--- src/rtl/la_wbm_pkg.sv ---
// Shared state encoding and response status codes for the Wishbone single-transfer initiator.
package la_wbm_pkg;

   typedef enum logic [1:0] {
      IDLE = 2'd0,
      BUS  = 2'd1,
      RESP = 2'd2
   } state_e;

   localparam logic [1:0] ST_OK      = 2'b00;
   localparam logic [1:0] ST_TIMEOUT = 2'b01;
   localparam logic [1:0] ST_BUSERR  = 2'b10;

endpackage

--- src/rtl/la_wbm_timeout.sv ---
// Wait-state counter for one bus cycle; expired_o flags the last cycle the initiator may wait,
// so a cycle with no ack lasts exactly TIMEOUT STB cycles.
module la_wbm_timeout #(
   parameter int TIMEOUT = 255,
   parameter int TW      = 16
) (
   input  logic clk_i,
   input  logic rst_i,
   input  logic clr_i,
   input  logic en_i,
   output logic expired_o
);

   localparam logic [TW-1:0] LAST = TW'(TIMEOUT - 1);

   logic [TW-1:0] cnt_q;
   logic [TW-1:0] cnt_d;

   always_comb begin
      cnt_d = cnt_q;
      if (clr_i) begin
         cnt_d = '0;
      end else if (en_i) begin
         cnt_d = cnt_q + 1'b1;
      end
   end

   always_ff @(posedge clk_i or posedge rst_i) begin
      if (rst_i) begin
         cnt_q <= '0;
      end else begin
         cnt_q <= cnt_d;
      end
   end

   assign expired_o = (cnt_q == LAST);

endmodule

--- src/rtl/la_wb_master.sv ---
// Wishbone classic single-transfer initiator: one command in, one bus cycle, one response pulse.
// Zero-wait ack gives rsp_valid two cycles after acceptance; LA_WBM_ERR_EN adds the wbm_err_i input.
module la_wb_master
   import la_wbm_pkg::*;
#(
   parameter int TIMEOUT = 255,
   parameter int TW      = 16
) (
   input  logic        wb_clk_i,
   input  logic        wb_rst_i,
   input  logic        cmd_valid,
   output logic        cmd_ready,
   input  logic        cmd_we,
   input  logic [31:0] cmd_adr,
   input  logic [31:0] cmd_dat,
   input  logic [3:0]  cmd_sel,
   output logic        rsp_valid,
   output logic [31:0] rsp_dat,
   output logic [1:0]  rsp_status,
   output logic        wbm_cyc_o,
   output logic        wbm_stb_o,
   output logic        wbm_we_o,
   output logic [3:0]  wbm_sel_o,
   output logic [31:0] wbm_adr_o,
   output logic [31:0] wbm_dat_o,
   input  logic [31:0] wbm_dat_i,
`ifdef LA_WBM_ERR_EN
   input  logic        wbm_err_i,
`endif
   input  logic        wbm_ack_i
);

   state_e      state_q;
   logic        cmd_ready_q;
   logic        rsp_valid_q;
   logic [31:0] rsp_dat_q;
   logic [1:0]  rsp_status_q;
   logic        cyc_q;
   logic        stb_q;
   logic        we_q;
   logic [3:0]  sel_q;
   logic [31:0] adr_q;
   logic [31:0] dat_q;

   logic accept;
   logic bus_ack;
   logic bus_err;
   logic expired;

   assign accept  = (state_q == IDLE) & cmd_valid;
   assign bus_ack = (state_q == BUS) & wbm_ack_i;
`ifdef LA_WBM_ERR_EN
   assign bus_err = (state_q == BUS) & wbm_err_i;
`else
   assign bus_err = 1'b0;
`endif

   la_wbm_timeout #(
      .TIMEOUT (TIMEOUT),
      .TW      (TW)
   ) u_timeout (
      .clk_i     (wb_clk_i),
      .rst_i     (wb_rst_i),
      .clr_i     (accept),
      .en_i      ((state_q == BUS) & ~wbm_ack_i & ~bus_err),
      .expired_o (expired)
   );

   always_ff @(posedge wb_clk_i or posedge wb_rst_i) begin
      if (wb_rst_i) begin
         state_q      <= IDLE;
         cmd_ready_q  <= 1'b1;
         rsp_valid_q  <= 1'b0;
         rsp_dat_q    <= '0;
         rsp_status_q <= ST_OK;
         cyc_q        <= 1'b0;
         stb_q        <= 1'b0;
         we_q         <= 1'b0;
         sel_q        <= '0;
         adr_q        <= '0;
         dat_q        <= '0;
      end else begin
         rsp_valid_q <= 1'b0;
         case (state_q)
            IDLE: begin
               if (accept) begin
                  we_q        <= cmd_we;
                  adr_q       <= cmd_adr;
                  dat_q       <= cmd_dat;
                  sel_q       <= cmd_sel;
                  cyc_q       <= 1'b1;
                  stb_q       <= 1'b1;
                  cmd_ready_q <= 1'b0;
                  state_q     <= BUS;
               end
            end
            BUS: begin
               // err outranks ack, and any response outranks the timeout
               if (bus_err || bus_ack || expired) begin
                  cyc_q       <= 1'b0;
                  stb_q       <= 1'b0;
                  rsp_valid_q <= 1'b1;
                  state_q     <= RESP;
                  if (bus_err) begin
                     rsp_status_q <= ST_BUSERR;
                  end else if (bus_ack) begin
                     rsp_status_q <= ST_OK;
                     if (!we_q) begin
                        rsp_dat_q <= wbm_dat_i;
                     end
                  end else begin
                     rsp_status_q <= ST_TIMEOUT;
                  end
               end
            end
            RESP: begin
               cmd_ready_q <= 1'b1;
               state_q     <= IDLE;
            end
            default: begin
               cmd_ready_q <= 1'b1;
               cyc_q       <= 1'b0;
               stb_q       <= 1'b0;
               state_q     <= IDLE;
            end
         endcase
      end
   end

   assign cmd_ready  = cmd_ready_q;
   assign rsp_valid  = rsp_valid_q;
   assign rsp_dat    = rsp_dat_q;
   assign rsp_status = rsp_status_q;
   assign wbm_cyc_o  = cyc_q;
   assign wbm_stb_o  = stb_q;
   assign wbm_we_o   = we_q;
   assign wbm_sel_o  = sel_q;
   assign wbm_adr_o  = adr_q;
   assign wbm_dat_o  = dat_q;

endmodule
--- config.mk ---
export PLATFORM = sky130hd
export DESIGN_NAME = la_wb_master
export DESIGN_NICKNAME = d
export VERILOG_FILES = /design/src/rtl/la_wbm_pkg.sv /design/src/rtl/la_wbm_timeout.sv /design/src/rtl/la_wb_master.sv
export SDC_FILE = /design/constraint.sdc
export NUM_CORES = 1
export LEC_CHECK = 0
export ABC_AREA = 1
export ABC_CLOCK_PERIOD_IN_PS = 4850
export BUFFER_PORTS_ARGS = -buffer_cell sky130_fd_sc_hd__buf_2
export CORE_MARGIN = 2
export CORE_UTILIZATION = 48
export DETAILED_ROUTE_END_ITERATION = 10
export PLACE_DENSITY = 0.88
export SETUP_SLACK_MARGIN = 0.05
export SYNTH_ARGS = -nofsm -noshare
export SYNTH_HDL_FRONTEND = slang
export SYNTH_SLANG_ARGS = --single-unit
--- constraint.sdc ---
create_clock -name wb_clk_i -period 4.85 [get_ports wb_clk_i]
set_input_delay 0.7275 -clock wb_clk_i [delete_from_list [all_inputs] [get_ports wb_clk_i]]
set_output_delay 0.7275 -clock wb_clk_i [all_outputs]
set_load 0.1 [all_outputs]
==> results by group, run 1 <==
Outcome
  – Status: completed

STA
  – Fin. max-slew vios: 0
  – Unrepaired setup endpoints after global routing: no
  – Setup TNS: 0 ns
  – Worst Tran Pin Value: 0.798 ns
  – Fmax achieved: 459 MHz
  – Hold slack final: 0.211 ns
  – Final Hold Viols: 0
  – Final Skew: 0.00779 ns
  – # setup viols final: 0
  – Final worst-path cycle share: 0.449
  – Minimum clock period: 2.18 ns
  – Relative slew slack: 0.466

Finish
  – Most common cell after layout, fill and taps aside: nand2_1
  – Footprint of the multi-input gates: 1800 µm²
  – Area taken by flip-flops and latches: 3080 µm²
  – Commonest non-fill, non-tap cells in the layout: nand2_1, buf_2, dfrtp_1
  – FILL cells: 803
  – Diode count: 0
  – NumNets Final: 847
  – Share of layout cells above drive strength 1: 0.378
  – Area grow syn2layout: 34.0%

Yosys
  – YS warnings: 0
  – Mean Syn Cell Area: 9.64 µm²
  – Mux contribution to synthesized area: 0.0928
  – Cell taking the most area after synthesis: dfrtp_1
  – Post-synthesis simple-gate area fraction: 0.236
  – Synth top area cells: dfrtp_1, nand2_1, mux2_4
  – Mapped Nets: 636
  – Largest family of logic cells by synthesized area: simple AND/OR/NAND/NOR gates
  – FF+latch count, synth: 123
  – Cells after synthesis: 529
  – Adder-Cell Fraction of Synth Area: 0.00491
  – Synth unique cells: 25
  – Synthesized area: 5100 µm²
  – Complex-gate fraction of the synthesized area: 0.0182
  – Synth top area share: 0.599
  – XOR/XNOR share of the synthesized area: 0
  – Sequential share of the synthesized area: 0.604

Detailed routing
  – DR vias: 4264
  – Initial DRC count: 290
  – Drt total wl: 12500 µm
  – Pre-antenna DRT Iters: 4
  – Routed Antenna Nets: 0
  – Via/cell ratio: 4.81
  – Residual DRC: 0
  – Drt wl/cell: 14.1 µm

Clock network
  – Sink Count: 123
  – CTS Root Cell: clkbuf_8
  – CTS Buffer Depth: 2
  – Post-CTS setup buffer count: 0
  – Hold Buf Count CTS: 0
  – CTS tree: yes
  – Post_cts resized: 0
  – H-Tree Depth: 4
  – Num CTS Buffers: 17
  – Clk slew on worst S/H paths: 0.06 ns
  – Worst-Skew Late Latency: 0.51 ns

Floorplan
  – I/O pin count: 212
  – Die area: 11500 µm²
  – Rows: 37
  – Core area: 10300 µm²
  – Die Wd: 107 µm
  – Vert. Die Dim: 107 µm
  – Starting Density: 0.494

Placement
  – DP HPWL: 8850 µm
  – IO Port Bufs: 210
  – Final RePlAce weighted congestion: 0.877

Worst setup path
  – Register-to-register path setup slack: 2.73 ns
  – Buf/Inv on CP: 1
  – Worst EP arrival: 1.45 ns
  – R2R cell count: 6
  – RR Startpoint: state_q[0]
  – Worst endpoint required time: 4.12 ns
  – WP depth: 1
  – Worst Setup SP: cmd_ready
  – Top delay family on crit path: flip-flops
  – CP endpoint: cmd_ready
  – Reg2reg end: wbm_we_o
  – CP Cell Sequence: buf_2
  – Endpoint class of the critical path: output port
  – Longest individual stage delay on the worst path: 0.53 ns
  – Worst-path fanout max: 2
  – Crit start category: register
  – Slowest cell on crit path: dfstp_2
  – Setup CP Type: reg2out

Run
  – Max Cap Viol: 0

Global route
  – First-pass GRT wire length: 20200 µm
  – Total grt overflow: 0
  – Largest net degree at the start of global routing: 75
  – Vias in the first global route: 4276
  – Overall routing resource usage: 0.225
  – Antenna violations before repair: 0

Worst hold path
  – Hold WC Path Type: in2async
## synth_stat cells (all sizes together)
library cell	n
o21a	1
o21ai	7
dfstp	1
nor2	40
clkbuf	1
mux2	32
buf	21
a21oi	10
nand3	10
inv	24
nor3b	1
nor3	2
nand2	250
conb	1
dfrtp	122
nand4	3
ha	2
nand3b	1
## layout make-up
class | count | share of cell area
clock buffers | 19 | 0.0646
clock inverters | 11 | 0.0249
inverters | 24 | 0.0135
multi-input cells | 360 | 0.263
flip-flops and latches | 123 | 0.451
well taps | 136 | 0.0249
repair buffers | 214 | 0.158
## metrics by stage
step | util | cells | setup slack, ns | instance area [µm²]
after global placement | 0.603 | 857 | 2.46 | 6220
final | 0.662 | 887 | 2.67 | 6830
after CTS | 0.662 | 887 | 2.65 | 6830
after floorplan | - | 529 | 0.853 | 5100
after global routing | 0.662 | 887 | 2.44 | 6830
after detailed placement | 0.603 | 857 | 2.41 | 6220
## registers in the layout, summed over array words and instances, names as in the netlist
register         cells
wbm_dat_o           32
cmd_ready            1
state_q              2
u_timeout.cnt_q     16
wbm_stb_o            1
rsp_valid            1
wbm_sel_o            4
wbm_we_o             1
rsp_dat             32
rsp_status           1
wbm_adr_o           32
## worst min-delay path by stage
| stage | slack [ns] | to | start | depth (start not counted) |
|---|---|---|---|---|
| floorplan | 0.48 | u_timeout.cnt_q[3] | u_timeout.cnt_q[3] | 1 |
| global placement | 0.46 | wbm_adr_o[26] | wbm_adr_o[26] | 2 |
| finish | 0.21 | rsp_dat[8] | wb_rst_i | 2 |
| CTS | 0.21 | rsp_dat[8] | wb_rst_i | 2 |
| detailed placement | 0.46 | wbm_dat_o[9] | wbm_dat_o[9] | 2 |
| global route | 0.24 | rsp_dat[11] | wb_rst_i | 2 |
## layer usage
metal	vias up	wire (µm)	global-route usage
met2	178	6290	0.375
met3	29	834	0.0541
met1	2007	5030	0.279
li1	2050	-	-
met5	-	0	0
met4	0	317	0.0955
## logic make-up (layout without fill, tap and decap cells)
| kind of cell | count (synthesis) | after routing |
|---|---|---|
| AO/OA/AOI/OAI | 18 | 18 |
| buffers and inverters | 46 | 268 |
| adder cells (fa/ha/maj) | 2 | 2 |
| other | 1 | 1 |
| multiplexers | 32 | 32 |
| flip-flops | 123 | 123 |
| AND/OR/NAND/NOR | 307 | 307 |
Power of run 1 is left out: the tool's default activity adds up to more than one toggle a clock period on the data nets, which glitch-free logic cannot reach.
==> inputs of run 2 (changes only) <==
--- a/config.mk
+++ b/config.mk
@@ -5,13 +5,13 @@
 export SDC_FILE = /design/constraint.sdc
 export NUM_CORES = 1
 export LEC_CHECK = 0
-export ABC_AREA = 1
-export ABC_CLOCK_PERIOD_IN_PS = 4850
+export ABC_AREA = 0
+export ABC_CLOCK_PERIOD_IN_PS = 2000
 export BUFFER_PORTS_ARGS = -buffer_cell sky130_fd_sc_hd__buf_2
 export CORE_MARGIN = 2
-export CORE_UTILIZATION = 48
+export CORE_UTILIZATION = 43
 export DETAILED_ROUTE_END_ITERATION = 10
-export PLACE_DENSITY = 0.88
+export PLACE_DENSITY = 0.85
 export SETUP_SLACK_MARGIN = 0.05
 export SYNTH_ARGS = -nofsm -noshare
 export SYNTH_HDL_FRONTEND = slang
==> constraint.sdc (replaced) <==
create_clock -name wb_clk_i -period 2 [get_ports wb_clk_i]
set_input_delay 0.3 -clock wb_clk_i [delete_from_list [all_inputs] [get_ports wb_clk_i]]
set_output_delay 0.3 -clock wb_clk_i [all_outputs]
set_load 0.1 [all_outputs]
==> run 2 against run 1 <==
Compared with the run above: area after synthesis fell by 5.2%; synthesized cell count fell by 11%; count of clock-buffer cells in the layout rose by 2; global-route usage rose by 0.79 points; non-clock buffer count rose by 90; setup slack got worse by 2.5 ns; final area rose by 11%; core utilization rose by 3.5 points; critical path type is now reg2reg; critical endpoint is now u_timeout.cnt_q[13].
==> results by group, run 2 <==
STA
  – Worst Tran Pin Value: 0.584 ns (was 0.798 ns)
  – Final Hold Viols: 0 (unchanged)
  – Final worst-path cycle share: 0.916
  – Setup TNS: 0 ns (unchanged)
  – Relative slew slack: 0.610 (was 0.466)
  – # setup viols final: 0 (unchanged)
  – Fin. max-slew vios: 0 (unchanged)
  – Minimum clock period: 1.83 ns
  – Fmax achieved: 546 MHz
  – Unrepaired setup endpoints after global routing: no (unchanged)
  – Final Skew: 0.00902 ns (was 0.00779 ns)

Outcome
  – Status: completed (unchanged)

Worst setup path
  – WP depth: 4 (was 1)
  – CP Cell Sequence: or3b_1 -> or2_4 -> or4_1 -> a21oi_1 (was buf_2)
  – Top delay family on crit path: simple AND/OR/NAND/NOR gates (was flip-flops)
  – Worst EP arrival: 2.27 ns (was 1.45 ns)
  – Worst-path fanout max: 6 (was 2)
  – Reg2reg end: u_timeout.cnt_q[13] (was wbm_we_o)
  – Setup CP Type: reg2reg (was reg2out)
  – Register-to-register path setup slack: 0.17 ns (was 2.73 ns)
  – Worst Setup SP: state_q[1] (was cmd_ready)
  – Endpoint class of the critical path: register (was output port)
  – Buf/Inv on CP: 0 (was 1)
  – Crit start category: register (unchanged)
  – RR Startpoint: state_q[1] (was state_q[0])
  – R2R cell count: 4 (was 6)
  – Longest individual stage delay on the worst path: 0.50 ns (was 0.53 ns)
  – Slowest cell on crit path: or4_1 (was dfstp_2)
  – CP endpoint: u_timeout.cnt_q[13] (was cmd_ready)
  – Worst endpoint required time: 2.43 ns (was 4.12 ns)

Run
  – Max Cap Viol: 0 (unchanged)

Detailed routing
  – Via/cell ratio: 4.83 (was 4.81)
  – Routed Antenna Nets: 0 (unchanged)
  – Initial DRC count: 241 (was 290)
  – Drt total wl: 13900 µm (was 12500 µm)
  – DR vias: 4477 (was 4264)
  – Drt wl/cell: 15.1 µm (was 14.1 µm)
  – Pre-antenna DRT Iters: 5 (was 4)
  – Residual DRC: 0 (unchanged)

Yosys
  – Synth top area cells: dfrtp_1, nand2_1, mux2_2 (was dfrtp_1, nand2_1, mux2_4)
  – Most numerous cell in the Yosys netlist: nand2_1 (unchanged)
  – Ys flop type: dfrtp_1 (unchanged)
  – Synth unique cells: 38 (was 25)
  – Post-synth EDFFs: 0 (unchanged)
  – Cells after synthesis: 473 (was 529)
  – Mapped Nets: 580 (was 636)
  – Synthesized area: 4840 µm² (was 5100 µm²)
  – Synth async-reset ratio: 1.00 (unchanged)
  – Cell taking the most area after synthesis: dfrtp_1 (unchanged)
  – Synth top area share: 0.631 (was 0.599)
  – Synth cell count leaders: nand2_1, dfrtp_1, mux2_2 (was nand2_1, dfrtp_1, nor2_1)
  – Mean Syn Cell Area: 10.2 µm² (was 9.64 µm²)
  – YS warnings: 0 (unchanged)
  – Sequential share of the synthesized area: 0.637 (was 0.604)
  – FF+latch count, synth: 123 (unchanged)

Finish
  – NumNets Final: 880 (was 847)
  – FILL cells: 749 (was 803)
  – Final std cells w/o fill: 926 (was 887)
  – Area grow syn2layout: 57.0% (was 34.0%)
  – Commonest non-fill, non-tap cells in the layout: nand2_1, buf_2, dfrtp_1 (unchanged)
  – Share of layout cells above drive strength 1: 0.372 (was 0.378)
  – Diode count: 0 (unchanged)
  – Most common cell after layout, fill and taps aside: nand2_1 (unchanged)

Floorplan
  – Core area: 10900 µm² (was 10300 µm²)
  – Starting Density: 0.444 (was 0.494)
  – Die Wd: 110 µm (was 107 µm)
  – Rows: 38 (was 37)
  – Vert. Die Dim: 110 µm (was 107 µm)
  – Die area: 12100 µm² (was 11500 µm²)
  – I/O pin count: 212 (unchanged)

Global route
  – Antenna violations before repair: 0 (unchanged)
  – Largest net degree at the start of global routing: 64 (was 75)
  – First-pass GRT wire length: 21500 µm (was 20200 µm)
  – Total grt overflow: 0 (unchanged)
  – Vias in the first global route: 4699 (was 4276)
  – Overall routing resource usage: 0.233 (was 0.225)

Clock network
  – Sink Count: 123 (unchanged)
  – H-Tree Depth: 4 (unchanged)
  – CTS Root Cell: clkbuf_8 (unchanged)
  – Worst-Skew Late Latency: 0.51 ns (about the same)
  – CTS Buffer Depth: 2 (unchanged)
  – CTS tree: yes (unchanged)
  – Post-CTS setup buffer count: 0 (unchanged)
  – Num CTS Buffers: 17 (unchanged)
  – Clk slew on worst S/H paths: 0.06 ns (about the same)

Worst hold path
  – Hold path depth: 2
  – Hold WC Path Type: in2reg (was in2async)

Placement
  – DP HPWL: 8480 µm (was 8850 µm)
  – Placed cells: 812 (was 857)
  – Final RePlAce weighted congestion: 0.840 (was 0.877)
  – IO Port Bufs: 210 (unchanged)
-- run 2: what timing repair did --
| action | 4_1_cts | 5_1_grt |
|---|---|---|
| setup endpoints to repair | 0 | 1 |
| resized for setup | 0 | 1 |
| endpoints found under the hold margin | 98 | 4 |
| hold buffers | 78 | 4 |
-- run 2: area by class of cell --
| cell class | instances | area, µm² | area share |
|---|---|---|---|
| Tap cell | 140 | 175 | 0.0231 |
| Inverter | 5 | 22.5 | 0.00297 |
| Timing Repair Buffer | 304 | 2020 | 0.267 |
| Clock inverter | 11 | 180 | 0.0237 |
| Multi-Input combinational cell | 322 | 1650 | 0.218 |
| Sequential cell | 123 | 3080 | 0.406 |
| Clock buffer | 21 | 459 | 0.0605 |
-- run 2: logic make-up after synthesis --
logic type,Yosys count,share of synthesized area
and+or+nand+nor,258,0.217
DFF,123,0.637
xor gates and xnor gates,8,0.0145
adders and majority gates,2,0.00517
other,1,0.000775
buffers and inverters,28,0.0241
muxes,33,0.0766
AOI/OAI and AO/OA,20,0.0251
-- run 2: metrics by stage --
step,hold slack [ns],utilization,worst slack [ns],cell area [µm²]
after floorplan,0.386,-,0.188,4840
after global placement,0.386,0.563,0.175,6130
after detailed placement,0.408,0.563,0.145,6130
after CTS,0.0000790,0.694,0.149,7550
after global routing,0.00368,0.697,0.0770,7590
final,0.0259,0.697,0.167,7590
-- run 2: how the worst min path moves through the flow --
stage | startpoint | to | slack, ns
after global routing | wbm_dat_i[12] | rsp_dat[12] | 0.004
after global placement | wb_rst_i | rsp_dat[21] | 0.39
final | wbm_dat_i[16] | rsp_dat[16] | 0.03
after CTS | cmd_dat[16] | wbm_dat_o[16] | 0.00008
after detailed placement | wb_rst_i | wbm_dat_o[20] | 0.41
after floorplan | wbm_ack_i | rsp_status[0] | 0.39
-- run 2: per-layer routing --
layer	vias up	track usage	part of all wire
met3	35	0.0670	0.058
li1	2116	-	-
met5	-	0	0
met1	2137	0.257	0.38
met4	0	0.0967	0.025
met2	189	0.418	0.53
Power of run 2 is left out for the same reason.
==> inputs of run 3 (changes only) <==
--- a/config.mk
+++ b/config.mk
@@ -7,10 +7,11 @@
 export LEC_CHECK = 0
 export ABC_AREA = 0
 export ABC_CLOCK_PERIOD_IN_PS = 2000
-export BUFFER_PORTS_ARGS = -buffer_cell sky130_fd_sc_hd__buf_2
+export BUFFER_PORTS_ARGS = -buffer_cell sky130_fd_sc_hd__buf_4
 export CORE_MARGIN = 2
 export CORE_UTILIZATION = 43
 export DETAILED_ROUTE_END_ITERATION = 10
+export HOLD_SLACK_MARGIN = 0.08
 export PLACE_DENSITY = 0.85
 export SETUP_SLACK_MARGIN = 0.05
 export SYNTH_ARGS = -nofsm -noshare
==> constraint.sdc (replaced) <==
create_clock -name wb_clk_i -period 2 [get_ports wb_clk_i]
set_input_delay 0.3 -clock wb_clk_i [delete_from_list [all_inputs] [get_ports wb_clk_i]]
set_output_delay 0.3 -clock wb_clk_i [all_outputs]
set_load 0.005 [all_outputs]
==> run 3 against run 2 <==
Compared with the run above: register-to-register slack about the same; global-route usage up 2.1 points; count of clock-buffer cells in the layout unchanged; fmax down 3.0%; core utilization up 6.1 points; cell count up 2.1%; critical path depth up 2; non-clock buffer count up 19; via count up 2.6%; die area unchanged; first-iteration DRC count down 6.6%; setup slack worse by 0.057 ns; critical endpoint is now u_timeout.cnt_q[15].
==> results by group, run 3 (synthesis results as in run 2) <==
Floorplan
  – Starting Density: 0.444 (unchanged)
  – Core area: 10900 µm² (unchanged)
  – Vert. Die Dim: 110 µm (unchanged)
  – Die Wd: 110 µm (unchanged)
  – Die area: 12100 µm² (unchanged)
  – Rows: 38 (unchanged)
  – I/O pin count: 212 (unchanged)

Finish
  – NumNets Final: 899 (was 880)
  – Diode count: 0 (unchanged)
  – Final Core Density: 0.759 (was 0.697)
  – Most common cell after layout, fill and taps aside: nand2_1 (unchanged)
  – Share of layout cells above drive strength 1: 0.360 (was 0.372)
  – Final std cells w/o fill: 945 (was 926)
  – Area grow syn2layout: 70.8% (was 57.0%)
  – FILL cells: 663 (was 749)
  – Commonest non-fill, non-tap cells in the layout: nand2_1, buf_4, dfrtp_1 (was nand2_1, buf_2, dfrtp_1)
  – Final Instance Area: 8260 µm² (was 7590 µm²)

Worst setup path
  – Register-to-register path setup slack: 0.18 ns (was 0.17 ns)
  – Endpoint class of the critical path: register (unchanged)
  – Longest individual stage delay on the worst path: 0.55 ns (was 0.50 ns)
  – Worst Setup SP: wbm_ack_i (was state_q[1])
  – R2R cell count: 4 (unchanged)
  – Reg2reg end: u_timeout.cnt_q[15] (was u_timeout.cnt_q[13])
  – Setup CP Type: in2reg (was reg2reg)
  – CP endpoint: u_timeout.cnt_q[15] (was u_timeout.cnt_q[13])
  – Crit start category: primary input (was register)
  – Worst EP arrival: 2.32 ns (was 2.27 ns)
  – RR Startpoint: u_timeout.cnt_q[4] (was state_q[1])
  – CP Cell Sequence: dlygate4sd3_1 -> buf_4 -> or3b_1 -> or2_4 -> or4_1 -> a21oi_1 (was or3b_1 -> or2_4 -> or4_1 -> a21oi_1)
  – Worst-path fanout max: 6 (unchanged)
  – WP depth: 6 (was 4)
  – Buf/Inv on CP: 2 (was 0)
  – Worst endpoint required time: 2.43 ns (about the same)
  – Top delay family on crit path: simple AND/OR/NAND/NOR gates (unchanged)
  – Slowest cell on crit path: dlygate4sd3_1 (was or4_1)

Detailed routing
  – Drt total wl: 14900 µm (was 13900 µm)
  – Pre-antenna DRT Iters: 4 (was 5)
  – Residual DRC: 0 (unchanged)
  – DR vias: 4594 (was 4477)
  – Routed Antenna Nets: 0 (unchanged)
  – Via/cell ratio: 4.86 (was 4.83)
  – Initial DRC count: 225 (was 241)
  – Drt wl/cell: 15.8 µm (was 15.1 µm)

Clock network
  – CTS tree: yes (unchanged)
  – H-Tree Depth: 4 (unchanged)
  – Worst-Skew Late Latency: 0.51 ns (about the same)
  – CTS Root Cell: clkbuf_8 (unchanged)
  – Num CTS Buffers: 17 (unchanged)
  – Sink Count: 123 (unchanged)
  – CTS Buffer Depth: 2 (unchanged)
  – Clk slew on worst S/H paths: 0.05 ns (was 0.06 ns)

STA
  – Unrepaired setup endpoints after global routing: yes (was no)
  – Minimum clock period: 1.89 ns (was 1.83 ns)
  – # setup viols final: 0 (unchanged)
  – Worst setup margin: 0.111 ns (was 0.167 ns)
  – Fin. max-slew vios: 0 (unchanged)
  – Hold slack final: 0.181 ns (was 0.0259 ns)
  – Fmax achieved: 529 MHz (was 546 MHz)
  – Setup TNS: 0 ns (unchanged)
  – Final Hold Viols: 0 (unchanged)
  – Final Skew: 0.00697 ns (was 0.00902 ns)
  – Final worst-path cycle share: 0.945 (was 0.916)

Placement
  – Final RePlAce weighted congestion: 0.839 (was 0.840)
  – DP HPWL: 8760 µm (was 8480 µm)
  – IO Port Bufs: 210 (unchanged)
  – Dpl ws: 0.134 ns (was 0.145 ns)
  – Placed cells: 810 (was 812)
  – DP Area: 6630 µm² (was 6130 µm²)

Outcome
  – Status: completed (unchanged)

Global route
  – Largest net degree at the start of global routing: 87 (was 64)
  – First-pass GRT wire length: 23100 µm (was 21500 µm)
  – Antenna violations before repair: 0 (unchanged)
  – Vias in the first global route: 4973 (was 4699)
  – Total grt overflow: 0 (unchanged)
  – Overall routing resource usage: 0.254 (was 0.233)

Worst hold path
  – Hold WC Path Type: in2reg (unchanged)

Power
  – LEAKAGE: 4.20 nW
  – Power Dens Cells: 1280 nW/µm²
  – Power after layout: 10.6 mW
  – Maximum vdd drop: 0.730 mV

Run
  – Max Cap Viol: 0 (unchanged)
## run 3: cell types whose count changed in the layout (fill, tap and decap cells not counted), sizes merged
cell / before / now
bufinv: 4 / 3
inv: 8 / 4
dlygate4sd3: 82 / 103
buf: 222 / 220
clkinv: 2 / 4
clkinvlp: 2 / 5
## run 3: worst reg2reg max path, delay by kind of cell, from the launching register on
family             cells  cell delay [ns]
DFF                    1             0.41
AOI/OAI and AO/OA      1             0.17
and+or+nand+nor        3             1.16
## run 3: layout make-up
type,count,area [µm²],share of cell area
Sequential cell,123,3080,0.373
Timing Repair Buffer,323,2730,0.331
Multi-Input combinational cell,322,1660,0.201
Clock buffer,21,449,0.0544
Tap cell,140,175,0.0212
Clock inverter,11,144,0.0174
Inverter,5,22.5,0.00273
## run 3: routing by layer
| metal | vias to the layer above | global-route usage | wire, µm |
|---|---|---|---|
| met1 | 2215 | 0.259 | 5280 |
| met5 | - | 0 | 0 |
| met4 | 0 | 0.120 | 493 |
| li1 | 2154 | - | - |
| met3 | 45 | 0.0782 | 935 |
| met2 | 180 | 0.470 | 8190 |
## run 3: timing repair
action,in CTS,in global routing
resized for setup,0,2
endpoints found under the hold margin,114,0
hold buffers,103,0
setup endpoints to repair,0,3
setup buffers,0,0
## run 3: worst min path at each step
stage	start	endpoint	slack, ns	cells past startpoint
floorplan	wbm_ack_i	rsp_status[0]	0.39	1
global placement	wb_rst_i	rsp_dat[28]	0.26	2
detailed placement	wb_rst_i	rsp_dat[20]	0.28	2
CTS	cmd_valid	cmd_ready	0.15	3
global route	cmd_valid	cmd_ready	0.17	3
finish	cmd_valid	cmd_ready	0.18	3
## run 3: report_power, final
part           switching (mW)  internal, mW
Sequential              0.606          3.46
Clock                    1.06          1.96
Combinational            1.47          2.01
Total                    3.13          7.42
No activity file was read; power rests on OpenSTA's default activity.
